===== config.mk =====
export PLATFORM = sky130hd
export DESIGN_NAME = mem_loader_flat
export DESIGN_NICKNAME = d
export VERILOG_FILES = /design/src/rtl/loader_pkg.sv /design/src/rtl/mem_loader_if.sv /design/src/rtl/byte_assembler.sv /design/src/rtl/mem_loader.sv /design/src/flat_wrapper.sv
export SDC_FILE = /design/constraint.sdc
export NUM_CORES = 1
export LEC_CHECK = 0
export ABC_AREA = 1
export CORE_UTILIZATION = 45
export CTS_CLUSTER_DIAMETER = 60
export DETAILED_ROUTE_END_ITERATION = 8
export GPL_ROUTABILITY_DRIVEN = 1
export GPL_TIMING_DRIVEN = 0
export HOLD_SLACK_MARGIN = 0.12
export PLACE_DENSITY = 0.66
export REMOVE_ABC_BUFFERS = 1
export SLEW_MARGIN = 10
export SYNTH_ARGS = -nofsm -noshare
export SYNTH_HDL_FRONTEND = slang
export SYNTH_SLANG_ARGS = --single-unit

===== constraint.sdc =====
create_clock -name clk -period 2.6 [get_ports clk]
set_input_delay 0.65 -clock clk [delete_from_list [all_inputs] [get_ports clk]]
set_output_delay 0.65 -clock clk [all_outputs]
set_load 0.1 [all_outputs]

===== src/rtl/loader_pkg.sv =====
// Shared definitions for the boot-image memory loader: FSM state codes,
// frame field geometry and the write-address helper.
package loader_pkg;

  localparam logic [2:0] S_IDLE  = 3'd0;
  localparam logic [2:0] S_ADDR  = 3'd1;
  localparam logic [2:0] S_COUNT = 3'd2;
  localparam logic [2:0] S_DATA  = 3'd3;
  localparam logic [2:0] S_WRITE = 3'd4;
  localparam logic [2:0] S_DONE  = 3'd5;
  localparam logic [2:0] S_ERROR = 3'd6;

  // Every multi-byte frame field (address, count, data word) is this many bytes.
  localparam int FIELD_BYTES = 4;
  localparam logic [31:0] ADDR_STEP = 32'd4;

  // Byte address of word idx; wraps modulo 2^32 by construction.
  function automatic logic [31:0] wordAddr(input logic [31:0] base, input logic [31:0] idx);
    return base + idx * ADDR_STEP;
  endfunction

endpackage


===== src/rtl/mem_loader_if.sv =====
// Byte-stream input and CPU-side memory/reset outputs of the loader.
// slave: the loader itself; master: whatever feeds bytes and watches the bus.
interface mem_loader_if;
  logic        rx_valid;
  logic [7:0]  rx_data;
  logic        rx_ready;
  logic        Ext_MemWrite;
  logic [31:0] Ext_WriteData;
  logic [31:0] Ext_DataAdr;
  logic        cpu_reset;
  logic        done;
  logic        error;

  modport slave (
    input  rx_valid, rx_data,
    output rx_ready, Ext_MemWrite, Ext_WriteData, Ext_DataAdr, cpu_reset, done, error
  );

  modport master (
    output rx_valid, rx_data,
    input  rx_ready, Ext_MemWrite, Ext_WriteData, Ext_DataAdr, cpu_reset, done, error
  );
endinterface


===== src/rtl/byte_assembler.sv =====
// Little-endian 4-byte shift register with byte counter; flags the byte that
// completes a field and presents the full field value in that same cycle.
module byte_assembler
  import loader_pkg::*;
(
  input  logic        clk,
  input  logic        reset,
  input  logic        clear,
  input  logic        shiftEn,
  input  logic [7:0]  rxByte,
  output logic [31:0] word,
  output logic        wordDone
);

  localparam int CNT_W = $clog2(FIELD_BYTES);

  logic [31:0]      shiftReg;
  logic [CNT_W-1:0] byteCnt;

  // Newest byte enters at the top, so the first byte of a field ends in [7:0].
  assign word     = {rxByte, shiftReg[31:8]};
  assign wordDone = shiftEn && (byteCnt == CNT_W'(FIELD_BYTES - 1));

  // NOTE: registers use non-blocking assignments so each one samples pre-edge values.
  always_ff @(posedge clk or negedge reset) begin
    if (!reset) begin
      shiftReg <= '0;
      byteCnt  <= '0;
    end else if (clear) begin
      shiftReg <= '0;
      byteCnt  <= '0;
    end else if (shiftEn) begin
      shiftReg <= word;
      byteCnt  <= byteCnt + 1'b1;
    end
  end

endmodule


===== src/rtl/mem_loader.sv =====
// Receives a framed byte stream (sync, base, count, words) and writes the words
// into CPU data memory, holding the CPU in reset until the image is complete.
module mem_loader
  import loader_pkg::*;
#(
  parameter int         MAX_WORDS = 256,
  parameter logic [7:0] SYNC_BYTE = 8'hA5
) (
  input logic          clk,
  input logic          reset,
  mem_loader_if.slave  bus
);

  logic [2:0]  state;
  logic [31:0] baseAdr;
  logic [31:0] wordCount;
  logic [31:0] wordIdx;
  logic [31:0] writeData;
  logic [31:0] dataAdr;

  logic        accept;
  logic        inField;
  logic        syncHit;
  logic [31:0] asmWord;
  logic        asmDone;
  logic        countOk;

  assign accept  = bus.rx_valid && bus.rx_ready;
  assign inField = (state == S_ADDR) || (state == S_COUNT) || (state == S_DATA);
  // Sync only counts between frames; inside a frame it is plain payload.
  assign syncHit = accept && (bus.rx_data == SYNC_BYTE) &&
                   ((state == S_IDLE) || (state == S_DONE) || (state == S_ERROR));
  assign countOk = (asmWord != 32'd0) && (asmWord <= 32'(MAX_WORDS));

  byte_assembler u_asm (
    .clk      (clk),
    .reset    (reset),
    .clear    (syncHit),
    .shiftEn  (accept && inField),
    .rxByte   (bus.rx_data),
    .word     (asmWord),
    .wordDone (asmDone)
  );

  always_ff @(posedge clk or negedge reset) begin
    if (!reset) begin
      state     <= S_IDLE;
      baseAdr   <= '0;
      wordCount <= '0;
      wordIdx   <= '0;
      writeData <= '0;
      dataAdr   <= '0;
    end else begin
      case (state)
        S_IDLE, S_DONE, S_ERROR: begin
          if (syncHit) begin
            state   <= S_ADDR;
            wordIdx <= '0;
          end
        end
        S_ADDR: begin
          if (asmDone) begin
            baseAdr <= asmWord;
            state   <= S_COUNT;
          end
        end
        S_COUNT: begin
          if (asmDone) begin
            wordCount <= asmWord;
            state     <= countOk ? S_DATA : S_ERROR;
          end
        end
        S_DATA: begin
          if (asmDone) begin
            writeData <= asmWord;
            dataAdr   <= wordAddr(baseAdr, wordIdx);
            state     <= S_WRITE;
          end
        end
        S_WRITE: begin
          wordIdx <= wordIdx + 32'd1;
          state   <= (wordIdx + 32'd1 < wordCount) ? S_DATA : S_DONE;
        end
        default: state <= S_IDLE;
      endcase
    end
  end

  // NOTE: outputs decode from the registered state through continuous assigns, so
  // no latch can form and they follow reset immediately.
  assign bus.rx_ready      = (state != S_WRITE);
  assign bus.Ext_MemWrite  = (state == S_WRITE);
  assign bus.Ext_WriteData = writeData;
  assign bus.Ext_DataAdr   = dataAdr;
  assign bus.cpu_reset     = (state != S_DONE);
  assign bus.done          = (state == S_DONE);
  assign bus.error         = (state == S_ERROR);

endmodule


===== src/flat_wrapper.sv =====
// flat-port wrapper written by rule: the top's interface ports become plain ports
module mem_loader_flat import loader_pkg::*;
#(
  parameter int         MAX_WORDS = 256,
  parameter logic [7:0] SYNC_BYTE = 8'hA5
)
  (clk, reset, bus_rx_valid, bus_rx_data, bus_rx_ready, bus_Ext_MemWrite, bus_Ext_WriteData, bus_Ext_DataAdr, bus_cpu_reset, bus_done, bus_error);
  mem_loader_if bus_i ();
  input logic clk;
  input logic reset;
  input wire logic [$bits(bus_i.rx_valid)-1:0] bus_rx_valid;
  input wire logic [$bits(bus_i.rx_data)-1:0] bus_rx_data;
  output wire logic [$bits(bus_i.rx_ready)-1:0] bus_rx_ready;
  output wire logic [$bits(bus_i.Ext_MemWrite)-1:0] bus_Ext_MemWrite;
  output wire logic [$bits(bus_i.Ext_WriteData)-1:0] bus_Ext_WriteData;
  output wire logic [$bits(bus_i.Ext_DataAdr)-1:0] bus_Ext_DataAdr;
  output wire logic [$bits(bus_i.cpu_reset)-1:0] bus_cpu_reset;
  output wire logic [$bits(bus_i.done)-1:0] bus_done;
  output wire logic [$bits(bus_i.error)-1:0] bus_error;
  assign bus_i.rx_valid = bus_rx_valid;
  assign bus_i.rx_data = bus_rx_data;
  assign bus_rx_ready = bus_i.rx_ready;
  assign bus_Ext_MemWrite = bus_i.Ext_MemWrite;
  assign bus_Ext_WriteData = bus_i.Ext_WriteData;
  assign bus_Ext_DataAdr = bus_i.Ext_DataAdr;
  assign bus_cpu_reset = bus_i.cpu_reset;
  assign bus_done = bus_i.done;
  assign bus_error = bus_i.error;
  mem_loader #(.MAX_WORDS(MAX_WORDS), .SYNC_BYTE(SYNC_BYTE)) u_core (.clk(clk), .reset(reset), .bus(bus_i));
endmodule

==> out/qor.log <==
INFO  outcome        failed_checks=negative setup slack
INFO  floorplan      initial_core_util=0.4627
INFO  timing         worst_slew_pin_slew=0.9929ns
INFO  placement      port_buffers=79
INFO  synthesis      yosys_warnings=0
INFO  route          dr.pass1.iters=7
INFO  synthesis      synth_cell_type_count=41
INFO  timing         post_layout_min_period=2.780ns
INFO  clock_tree     max-clock-path-buffers=2
INFO  global_routing grt_first_pass_wirelength=46.92mm
INFO  synthesis      yosysSeqAreaShare=0.4474
INFO  clock_tree     clockRootBuffer=sky130_fd_sc_hd__clkbuf_16
INFO  critical_path  timing.critical_path.fanout_max=5
INFO  critical_path  critical_path_data_arrival_time=3.12ns
INFO  route          drt_wl_total=29.31mm
INFO  cells_and_area final_layout_size_suffix_gt1_frac=0.1355
INFO  critical_path  reg2regPathDepth=20
INFO  critical_path  crit_path_top_delay_cell=sky130_fd_sc_hd__dfrtp_1
INFO  cells_and_area final_core_util=0.5725
INFO  timing         fmax=359.7MHz
INFO  timing         final_critical_path_setup_slack=-0.1800ns
INFO  placement      dp_hpwl=20.65mm
INFO  clock_tree     tritoncts=done
INFO  timing         finClkSkew=0.01393ns
INFO  timing         setup_violations=2
INFO  floorplan      die-width=155.3um
INFO  clock_tree     count_of_hold_fix_buffers_inserted_at_cts=0
INFO  synthesis      syn-instance-count=1351
INFO  route          route.vias.total=9301
INFO  floorplan      die-area=0.02411mm2
INFO  timing         final_max_slew_viol_count=0
INFO  timing         finalHoldViolCount=0
INFO  floorplan      die_height=155.3um
INFO  clock_tree     insertion_delay=0.44ns
INFO  route          drc=0
INFO  cells_and_area post-route-cell-area=0.01308mm2
INFO  clock_tree     clock_sink_count=189
INFO  placement      finalWeightedCongestion=0.9359
INFO  route          via_per_instance_ratio=5.219
INFO  outcome        outcome=finished with violations
INFO  clock_tree     clock_transition_time_at_the_flip_flop_clock_pins_of_the_worst_setup_and_hold_paths=0.08ns
INFO  cells_and_area design.final.nets=1530
INFO  clock_tree     cts_max_level=4
INFO  power          pwr_density_cell=1081mW/mm2
INFO  power          p_leak=0.007114uW
INFO  timing         rsz0062_at_grt=true
INFO  timing         setup_total_negative_slack=-0.3302ns
INFO  run            drv_cap=0
INFO  placement      area_after_detailed_placement=0.01159mm2
INFO  critical_path  timing.critical_path.mode_cell=sky130_fd_sc_hd__nand2_1
INFO  clock_tree     tritoncts.num_buffers=17
INFO  global_routing first_global_vias=8927
INFO  cells_and_area area_growth_from_synthesis_to_layout=23.74%
INFO  floorplan      placeableCoreArea=0.02285mm2
INFO  synthesis      synth.cell_area=0.01057mm2
INFO  cells_and_area antennaDiodeCount=0
INFO  critical_path  worstSetupEndpointType=flip-flop
INFO  timing         max_slew_margin=0.3370
INFO  placement      post_placement_setup_slack=-1.073ns
INFO  global_routing grt-ovfl-total=0
INFO  critical_path  setup_slack_of_the_worst_register_to_register_path=-0.18ns
INFO  critical_path  timing.setup.critical_path_class=flip-flop to flip-flop
INFO  global_routing global_route_usage_sum=0.2518
INFO  floorplan      ioPinCount=80
INFO  critical_path  critical_path.cell_chain=nand2_2, nor2_1, nand3_1, nor2_1, nand2_1, xor2_1, inv_1, ha_1, nand2_1, inv_1, o21ai_2, nand2_1, nand3_2, nand3_2, nor2_2, nand2_1, nand2_1, nand2_1, nand2_1, nand2_1
INFO  synthesis      synth_seq_cells=189
INFO  global_routing antenna_found_initial=0
INFO  power          peakVddDrop=651.5uV
INFO  synthesis      synth.avg_cell_area=7.824um2
INFO  global_routing largest_net_degree_at_the_start_of_global_routing=110
INFO  route          drt-initial-drc-count=538
INFO  critical_path  worstPathRequired=2.94ns
INFO  critical_path  critPathMaxStageDelay=0.41ns
INFO  route          wl_per_cell=16.45um
INFO  route          ant_nets=0
INFO  hold_path      hold_path.class=input port to async pin
INFO  timing         fin_crit_sh=1.069
INFO  floorplan      num_rows=55
INFO  critical_path  worst_setup_path_start_kind=flip-flop
==> registers in the layout, indices dropped and copies added, names as in the netlist <==
signal and count:
u_core.wordIdx 32, u_core.wordCount 32, u_core.bus.Ext_WriteData 32, u_core.baseAdr 32
u_core.u_asm.byteCnt 2, u_core.bus.Ext_DataAdr 32, u_core.state 3, u_core.u_asm.shiftReg 24
==> routing by layer <==
layer	wire length, um	vias to the layer above	global-route usage
met5	0	-	0
met4	646	0	0.07516
met3	1251	45	0.03510
met2	13710	248	0.4108
met1	13700	4391	0.3492
li1	-	4617	-
==> cell usage in the layout, fill, tap and decap left out, types with 7 or more instances in the layout <==
| cell | instances |
|---|---|
| sky130_fd_sc_hd__inv_2 | 12 |
| sky130_fd_sc_hd__xnor2_1 | 11 |
| sky130_fd_sc_hd__nand2_2 | 20 |
| sky130_fd_sc_hd__o22ai_1 | 30 |
| sky130_fd_sc_hd__dlygate4sd2_1 | 15 |
| sky130_fd_sc_hd__nand2_4 | 7 |
| sky130_fd_sc_hd__nand4_1 | 24 |
| sky130_fd_sc_hd__inv_1 | 156 |
| sky130_fd_sc_hd__xor2_2 | 7 |
| sky130_fd_sc_hd__a21oi_1 | 49 |
| sky130_fd_sc_hd__dfrtp_2 | 16 |
| sky130_fd_sc_hd__nor3_1 | 11 |
| sky130_fd_sc_hd__dfrtp_1 | 173 |
| sky130_fd_sc_hd__buf_4 | 39 |
| sky130_fd_sc_hd__nand3_1 | 47 |
| sky130_fd_sc_hd__nor2_4 | 13 |
| sky130_fd_sc_hd__dlymetal6s2s_1 | 40 |
| sky130_fd_sc_hd__o21ai_0 | 82 |
| sky130_fd_sc_hd__xor2_1 | 17 |
| sky130_fd_sc_hd__ha_1 | 59 |
| sky130_fd_sc_hd__nand2_1 | 379 |
| sky130_fd_sc_hd__nor2_1 | 67 |
| sky130_fd_sc_hd__o21ai_1 | 69 |
| sky130_fd_sc_hd__clkdlybuf4s50_1 | 18 |
| sky130_fd_sc_hd__clkbuf_16 | 17 |
==> where the power goes <==
group / internal, uW / switching, uW
logic: 2010 / 4910
registers: 3830 / 707
clock network: 1320 / 1360
total: 7170 / 6980
==> cell type report <==
type	instances	area (um2)
Clock buffer	17	425.4
Clock inverter	15	180.2
Fill cell	2127	9767
Inverter	172	660.6
Multi-Input combinational cell	955	5465
Sequential cell	189	4750
Tap cell	313	391.6
Timing Repair Buffer	121	1207
==> synth_stat cells <==
| cell | count | area share |
|---|---|---|
| sky130_fd_sc_hd__a21o_1 | 3 | 0.0021 |
| sky130_fd_sc_hd__o21a_1 | 4 | 0.0028 |
| sky130_fd_sc_hd__clkbuf_2 | 1 | 0.00047 |
| sky130_fd_sc_hd__a31oi_1 | 1 | 0.00059 |
| sky130_fd_sc_hd__o22ai_1 | 30 | 0.018 |
| sky130_fd_sc_hd__nand3b_1 | 5 | 0.0036 |
| sky130_fd_sc_hd__xnor2_1 | 11 | 0.0091 |
| sky130_fd_sc_hd__a22o_1 | 1 | 0.00083 |
| sky130_fd_sc_hd__nand2_2 | 2 | 0.0012 |
| sky130_fd_sc_hd__clkbuf_1 | 6 | 0.0021 |
| sky130_fd_sc_hd__buf_4 | 2 | 0.0014 |
| sky130_fd_sc_hd__nor3_1 | 19 | 0.0090 |
| sky130_fd_sc_hd__o21bai_1 | 1 | 0.00071 |
| sky130_fd_sc_hd__o21ai_1 | 69 | 0.033 |
| sky130_fd_sc_hd__inv_2 | 3 | 0.0011 |
| sky130_fd_sc_hd__xor2_1 | 24 | 0.020 |
| sky130_fd_sc_hd__o21ai_0 | 84 | 0.040 |
| sky130_fd_sc_hd__buf_2 | 21 | 0.0099 |
| sky130_fd_sc_hd__o21ai_2 | 2 | 0.0017 |
| sky130_fd_sc_hd__buf_1 | 1 | 0.00035 |
| sky130_fd_sc_hd__nor2_1 | 81 | 0.029 |
| sky130_fd_sc_hd__nor3b_1 | 1 | 0.00071 |
| sky130_fd_sc_hd__fa_1 | 1 | 0.0019 |
| sky130_fd_sc_hd__nor2_2 | 2 | 0.0012 |
| sky130_fd_sc_hd__a21oi_1 | 49 | 0.023 |
| sky130_fd_sc_hd__ha_1 | 62 | 0.073 |
| sky130_fd_sc_hd__nor2_4 | 1 | 0.0011 |
| sky130_fd_sc_hd__inv_4 | 1 | 0.00059 |
| sky130_fd_sc_hd__nand3_1 | 51 | 0.024 |
| sky130_fd_sc_hd__or2_2 | 4 | 0.0024 |
| sky130_fd_sc_hd__nand2_4 | 3 | 0.0032 |
| sky130_fd_sc_hd__a22oi_1 | 1 | 0.00071 |
| sky130_fd_sc_hd__nand4_1 | 24 | 0.014 |
| sky130_fd_sc_hd__nand3_4 | 2 | 0.0033 |
| sky130_fd_sc_hd__dfrtp_1 | 189 | 0.45 |
| sky130_fd_sc_hd__nand2_1 | 403 | 0.14 |
| sky130_fd_sc_hd__buf_6 | 4 | 0.0043 |
| sky130_fd_sc_hd__nor4_1 | 12 | 0.0071 |
| sky130_fd_sc_hd__nor2_8 | 1 | 0.0019 |
| sky130_fd_sc_hd__inv_1 | 168 | 0.060 |
| sky130_fd_sc_hd__o211ai_1 | 1 | 0.00071 |
==> critical path: cells and delay by family (launching register included) <==
family / cells / cell delay, ns
XOR/XNOR: 1 / 0.23
adder cells (fa/ha/maj): 1 / 0.34
AO/OA/AOI/OAI: 1 / 0.10
AND/OR/NAND/NOR: 15 / 1.48
buffers and inverters: 2 / 0.13
flip-flops: 1 / 0.41
==> repair_timing <==
item                                    CTS  global route
gates resized for setup                 120            97
cloned                                    0             0
hold endpoints to repair                  0             0
endpoints found under the setup margin  107            49
setup buffers                            33             9
pin swaps                                27            31
==> metrics by stage <==
step	hold WS, ns	total power (uW)	instances
after floorplan	0.3544	9187	1316
after global placement	0.4593	10850	1708
after detailed placement	0.4650	10960	1709
after CTS	0.2126	14030	1773
after global routing	0.2321	15050	1782
final	0.1680	14140	1782
==> path summary, 6_finish.rpt <==
check,start,end
worst max-delay path,u_core.wordIdx[12]$_DFFE_PN0P_,u_core.state[2]$_DFFE_PN0P_
worst min-delay path,reset,u_core.bus.Ext_DataAdr[20]$_DFFE_PN0P_
worst max register to register,u_core.wordIdx[12]$_DFFE_PN0P_,u_core.state[2]$_DFFE_PN0P_
worst min register to register,u_core.bus.Ext_DataAdr[2]$_DFFE_PN0P_,u_core.bus.Ext_DataAdr[2]$_DFFE_PN0P_
max in group asynchronous,reset,u_core.wordIdx[19]$_DFFE_PN0P_
min in group clk,u_core.bus.Ext_DataAdr[2]$_DFFE_PN0P_,u_core.bus.Ext_DataAdr[2]$_DFFE_PN0P_
==> cell families (layout without fill, tap and decap cells) <==
family	after synthesis	after routing	synth area share
AND/OR/NAND/NOR	611	611	0.2448
AO/OA/AOI/OAI	246	246	0.1236
buffers and inverters	207	325	0.07990
flip-flops	189	189	0.4474
adder cells (fa/ha/maj)	63	63	0.07528
XOR/XNOR	35	35	0.02900
Power figures use the tool's default switching activity.
